**src/rtl/reorder_buffer.sv**
```systemverilog
// rtl/reorder_buffer.sv - circular in-order reorder buffer with out-of-order writeback
// Single-port alloc, by-slot writeback, in-order retire, two combinational forwarding ports.
module reorder_buffer #(
  parameter int DEPTH  = 32,
  parameter int SLOT_W = 7
) (
  input  logic              clock,
  input  logic              reset_n,
  input  logic              alloc_req,
  input  logic [4:0]        alloc_dest_reg,
  input  logic              alloc_dest_valid,
  output logic              alloc_ready,
  output logic [SLOT_W-1:0] alloc_slot,
  input  logic              wb_valid,
  input  logic [SLOT_W-1:0] wb_slot,
  input  logic [31:0]       wb_result_hi,
  input  logic [31:0]       wb_result_lo,
  output logic              retire_valid,
  input  logic              retire_ready,
  output logic [4:0]        retire_dest_reg,
  output logic              retire_dest_valid,
  output logic [31:0]       retire_result_hi,
  output logic [31:0]       retire_result_lo,
  input  logic              flush,
  input  logic [SLOT_W-1:0] rd_slot_a,
  input  logic [SLOT_W-1:0] rd_slot_b,
  output logic              rd_a_done,
  output logic              rd_b_done,
  output logic [31:0]       rd_a_data,
  output logic [31:0]       rd_b_data,
  output logic [7:0]        count,
  output logic              empty
);
  localparam int IDX_W = $clog2(DEPTH);
  localparam int PTR_W = IDX_W + 1;
  localparam logic [SLOT_W-1:0] MAX_SLOT = SLOT_W'(DEPTH - 1);
  localparam logic [PTR_W-1:0] WRAP_ONLY = {1'b1, {IDX_W{1'b0}}};

  logic [PTR_W-1:0] head_q, head_d, tail_q, tail_d, occ;
  logic [DEPTH-1:0] valid_q, valid_d, done_q, done_d, dest_valid_q, dest_valid_d;
  logic [4:0]       dest_reg_q [DEPTH];
  logic [4:0]       dest_reg_d [DEPTH];
  logic [31:0]      hi_q [DEPTH];
  logic [31:0]      hi_d [DEPTH];
  logic [31:0]      lo_q [DEPTH];
  logic [31:0]      lo_d [DEPTH];

  logic [IDX_W-1:0] head_idx, tail_idx, wb_idx;
  logic full, wb_ok, retire_fire, alloc_fire;

  assign head_idx    = head_q[IDX_W-1:0];
  assign tail_idx    = tail_q[IDX_W-1:0];
  assign wb_idx      = wb_slot[IDX_W-1:0];
  assign wb_ok       = wb_valid && (wb_slot <= MAX_SLOT);
  assign full        = (head_q ^ tail_q) == WRAP_ONLY;
  assign empty       = head_q == tail_q;
  assign occ         = tail_q - head_q;
  assign count       = 8'(occ);
  assign alloc_ready = !full;
  assign alloc_slot  = SLOT_W'(tail_idx);
  assign alloc_fire  = alloc_req && alloc_ready;

  assign retire_valid      = !flush && valid_q[head_idx] && done_q[head_idx];
  assign retire_fire       = retire_valid && retire_ready;
  assign retire_dest_reg   = retire_valid ? dest_reg_q[head_idx] : 5'd0;
  assign retire_dest_valid = retire_valid && dest_valid_q[head_idx];
  assign retire_result_hi  = retire_valid ? hi_q[head_idx] : 32'd0;
  assign retire_result_lo  = retire_valid ? lo_q[head_idx] : 32'd0;

  // A lookup of a slot being written back this cycle sees the incoming result.
  function automatic logic [32:0] fwd(input logic [SLOT_W-1:0] slot);
    logic [IDX_W-1:0] idx;
    logic bypass, hit;
    idx    = slot[IDX_W-1:0];
    bypass = wb_ok && (wb_slot == slot);
    hit    = (slot <= MAX_SLOT) && valid_q[idx] && (done_q[idx] || bypass);
    if (!hit)       return 33'd0;
    else if (bypass) return {1'b1, wb_result_lo};
    else             return {1'b1, lo_q[idx]};
  endfunction

  assign {rd_a_done, rd_a_data} = fwd(rd_slot_a);
  assign {rd_b_done, rd_b_data} = fwd(rd_slot_b);

  always_comb begin
    head_d       = head_q;
    tail_d       = tail_q;
    valid_d      = valid_q;
    done_d       = done_q;
    dest_valid_d = dest_valid_q;
    dest_reg_d   = dest_reg_q;
    hi_d         = hi_q;
    lo_d         = lo_q;
    if (flush) begin
      head_d  = '0;
      tail_d  = '0;
      valid_d = '0;
      done_d  = '0;
    end else begin
      if (wb_ok && valid_q[wb_idx]) begin
        done_d[wb_idx] = 1'b1;
        hi_d[wb_idx]   = wb_result_hi;
        lo_d[wb_idx]   = wb_result_lo;
      end
      if (retire_fire) begin
        valid_d[head_idx] = 1'b0;
        done_d[head_idx]  = 1'b0;
        head_d            = head_q + 1'b1;
      end
      // Not full, so the tail slot is never the head slot being retired.
      if (alloc_fire) begin
        valid_d[tail_idx]      = 1'b1;
        done_d[tail_idx]       = 1'b0;
        dest_reg_d[tail_idx]   = alloc_dest_reg;
        dest_valid_d[tail_idx] = alloc_dest_valid;
        tail_d                 = tail_q + 1'b1;
      end
    end
  end

  always_ff @(posedge clock or negedge reset_n) begin
    if (!reset_n) begin
      head_q       <= '0;
      tail_q       <= '0;
      valid_q      <= '0;
      done_q       <= '0;
      dest_valid_q <= '0;
      for (int i = 0; i < DEPTH; i++) begin
        dest_reg_q[i] <= '0;
        hi_q[i]       <= '0;
        lo_q[i]       <= '0;
      end
    end else begin
      head_q       <= head_d;
      tail_q       <= tail_d;
      valid_q      <= valid_d;
      done_q       <= done_d;
      dest_valid_q <= dest_valid_d;
      dest_reg_q   <= dest_reg_d;
      hi_q         <= hi_d;
      lo_q         <= lo_d;
    end
  end
endmodule
```
**config.mk**
```make
export PLATFORM = sky130hd
export DESIGN_NAME = reorder_buffer
export DESIGN_NICKNAME = d
export VERILOG_FILES = /design/src/rtl/reorder_buffer.sv
export SDC_FILE = /design/constraint.sdc
export NUM_CORES = 2
export LEC_CHECK = 0
export ABC_AREA = 0
export ABC_CLOCK_PERIOD_IN_PS = 3000
export CAP_MARGIN = 10
export CORE_ASPECT_RATIO = 0.6
export CORE_MARGIN = 2
export CORE_UTILIZATION = 57
export CTS_CLUSTER_SIZE = 24
export DETAILED_ROUTE_END_ITERATION = 8
export GPL_TIMING_DRIVEN = 1
export PLACE_DENSITY_LB_ADDON = 0.15
export SYNTH_ARGS = -nofsm -noshare
export SYNTH_HDL_FRONTEND = slang
export SYNTH_SLANG_ARGS = --single-unit
```
**constraint.sdc**
```tcl
create_clock -name clock -period 3 [get_ports clock]
set_clock_uncertainty 0.1 [all_clocks]
set_input_delay 0.3 -clock clock [delete_from_list [all_inputs] [get_ports clock]]
set_output_delay 0.3 -clock clock [all_outputs]
set_load 0.01 [all_outputs]
```
==> summary.txt <==
Run status
  • Outcome: finished with violations
  • Failing checks: negative setup slack

Routing
  • Vias per cell: 7.14
  • Post-detailed-route wirelength per cell: 36.2 µm
  • Drt drc: 0
  • First drt pass iteration count: 5
  • Detailed Route Iter0 Violations: 9,694
  • Total wire length: 420,000 µm
  • DRT antenna net count: 0
  • DR vias: 82.9k

Clocking
  • Clk sinks: 2,316
  • H-tree depth: 4
  • Clock transition at path regs: 0.07 ns
  • CTS tree: built
  • Num CTS Buffers: 219
  • CTS Buffer Depth: 4
  • Clock root buffer master: clkbuf_16
  • Clk Latency, worst-skew pair: 0.88 ns

Floorplanning
  • Boundary Pins: 251
  • Placeable Area: 213,000 µm²
  • Die width: 602 µm
  • Initial Util: 57.5%
  • Die area: 219,000 µm²
  • Die Y: 363 µm
  • # rows: 131

Global routing
  • Antenna violations before repair: 15
  • Pin count of the biggest net entering global routing: 101
  • Tot GR Track Use: 38.2%
  • Vias in the first global route: 84.2k
  • Gr ovfl total: 0
  • First-pass GRT wire length: 606,000 µm

STA
  • Fmax: 235 MHz
  • Fin crit share: 142%
  • RSZ-0062 raised after global routing: yes
  • # setup viols final: 1,318
  • Fin crit period: 4.26 ns
  • Worst setup margin: -1.26 ns
  • Hold WS: 0.166 ns
  • Measured slew at the worst slew-check pin: 1.32 ns
  • Final hold vios: 0
  • Max Slew Vio Count: 0
  • Slew headroom: 12.0%

Logic synthesis
  • Synth warnings: 0
  • Gate Count Post-Synth: 7,771
  • Most used flip-flop cell after synthesis: dfrtp_1
  • Most area-consuming cells after synthesis: dfrtp_1, mux4_2, mux2_2
  • Post-Synthesis Cell Area: 122,000 µm²
  • Register bit total from synthesis: 2,316
  • Number of synthesized flops with an enable pin: 0
  • Most common library cells after synthesis: dfrtp_1, mux2_2, mux4_2
  • Yosys top cell by area: dfrtp_1
  • Post-synth cell types: 66
  • Post-Syn Area per Cell: 15.7 µm²
  • Seq/Total Area, Yosys: 47.4%
  • Count leader, synth: dfrtp_1
  • Asr flop ratio synth: 100%
  • Synth top area share: 47.4%

Final layout
  • Multi-input logic area: 62,700 µm²
  • Fillers: 13.9k
  • Layout cells sized above 1: 61.3%
  • Final #Nets: 8,682
  • Area growth, synth to finish: 22.2%
  • Storage element area: 58,000 µm²
  • Final instance area: 150,000 µm²
  • Fin util: 70.2%

Placed design
  • Post-DP HPWL: 273,000 µm
  • Port Buffers: 246
  • Post-placement cell area: 138,000 µm²
  • GP Congestion: 0.950
  • Placement Setup Slack: -0.901 ns

Worst setup path
  • Worst-path maximum fanout: 6
  • Critical path startpoint category: flop
  • FF-to-FF setup slack: -0.24 ns
  • Arr. time, crit path: 3.86 ns
  • Critical path endpoint category: output pin
  • Critical Path RT: 2.60 ns
  • CP Class: reg -> out

Power and ir drop
  • Power Density: 448 nW/µm²
  • Pleak: 69.3 nW
  • Maximum VDD drop: 0.526 mV

Flow run
  • Max-cap violation count: 0

Worst hold path
  • Class of the worst hold path: in -> reg
-- state kept, by name, indices dropped and copies added (netlist names) --
register	flops
dest_valid_q	32
tail_q	6
dest_reg_q	160
head_q	6
valid_q	32
lo_q	1024
hi_q	1024
done_q	32
-- routing by layer --
metal	track usage, %	wire, µm
met5	0	43
met2	55.5	186000
met4	14.4	17900
met3	10.5	47500
met1	55.4	169000
-- worst paths after layout --
path	startpoint	endpoint	depth (start not counted)
max in group asynchronous	reset_n	lo_q[118]	4
min in group asynchronous	reset_n	lo_q[573]	3
hold reg to reg	hi_q[784]	hi_q[784]	1
hold / removal	wb_result_lo[6]	lo_q[390]	3
setup reg to reg	head_q[0]	done_q[17]	16
setup / recovery	head_q[0]	retire_result_lo[3]	12
-- cells in the final DEF (no fill, tap or decap), types with 23 or more instances in the layout --
| master | instances |
|---|---|
| mux2_4 | 152 |
| clkbuf_16 | 251 |
| o22ai_1 | 281 |
| buf_4 | 624 |
| mux4_2 | 1249 |
| mux2_2 | 2021 |
| bufinv_16 | 23 |
| nand3_1 | 33 |
| nor2_4 | 68 |
| a21oi_1 | 36 |
| clkdlybuf4s50_1 | 89 |
| dfrtp_1 | 2300 |
| mux2_1 | 74 |
| buf_8 | 31 |
| mux2i_1 | 84 |
| buf_2 | 42 |
| o211a_1 | 61 |
| clkinv_2 | 42 |
| nor2_1 | 69 |
| clkbuf_8 | 51 |
| buf_12 | 393 |
| buf_16 | 27 |
| or4_1 | 54 |
| nand2_1 | 83 |
| clkbuf_1 | 39 |
| buf_6 | 181 |
-- what timing repair did --
action / 4_1_cts / 5_1_grt
endpoints found under the setup margin: 2369 / 1795
cloned: 14 / 28
gates resized for setup: 877 / 320
endpoints found under the hold margin: 1212 / 0
pin swaps: 90 / 60
hold buffers: 3 / 0
buffers inserted: 85 / 58
-- where the power goes --
group	switching (mW)	internal, mW
Clock	12.8	16.8
Combinational	2.70	2.21
Sequential	0.490	31.9
-- through the flow --
stage / std cells / total power, mW / setup TNS (ns)
after floorplan: 7774 / 35.2 / -9.94
after global placement: 11050 / 37.5 / -1443.22
after detailed placement: 11050 / 37.7 / -1521.01
after CTS: 11531 / 67.0 / -196.68
after global routing: 11603 / 68.8 / -263.52
final: 11610 / 66.9 / -214.25
-- cells by family (layout without fill, tap and decap cells) --
family,count (synthesis),count (layout),share of synthesized area [%]
compound gates,499,499,2.83
xor+xnor,20,20,0.143
fa+ha+maj,14,14,0.149
buf+inv,860,1824,2.97
flops,2316,2316,47.4
mux,3585,3585,44.4
other cells,1,16,0.00306
simple gates,476,477,2.15
-- critical path, cell delays in order, from the launching register on --
cell and delay (ns):
dfrtp_4 0.57, buf_8 0.18, mux4_2 0.26, o22ai_2 0.08, or4_4 0.42, or3_4 0.34
nand2b_4 0.27, buf_12 0.21, buf_8 0.15, buf_12 0.14, buf_6 0.12, nor2_4 0.09
buf_6 0.11
-- final cells by class --
type / instances / share of cell area [%]
multi-input combinational: 4599 / 41.9
sequential: 2316 / 38.8
timing repair buffer: 1421 / 11.9
clock buffer: 313 / 4.30
tap: 2859 / 2.39
clock inverter: 76 / 0.681
inverter: 14 / 0.0452
antenna: 12 / 0.0201
No activity file was read; power rests on OpenSTA's default activity.
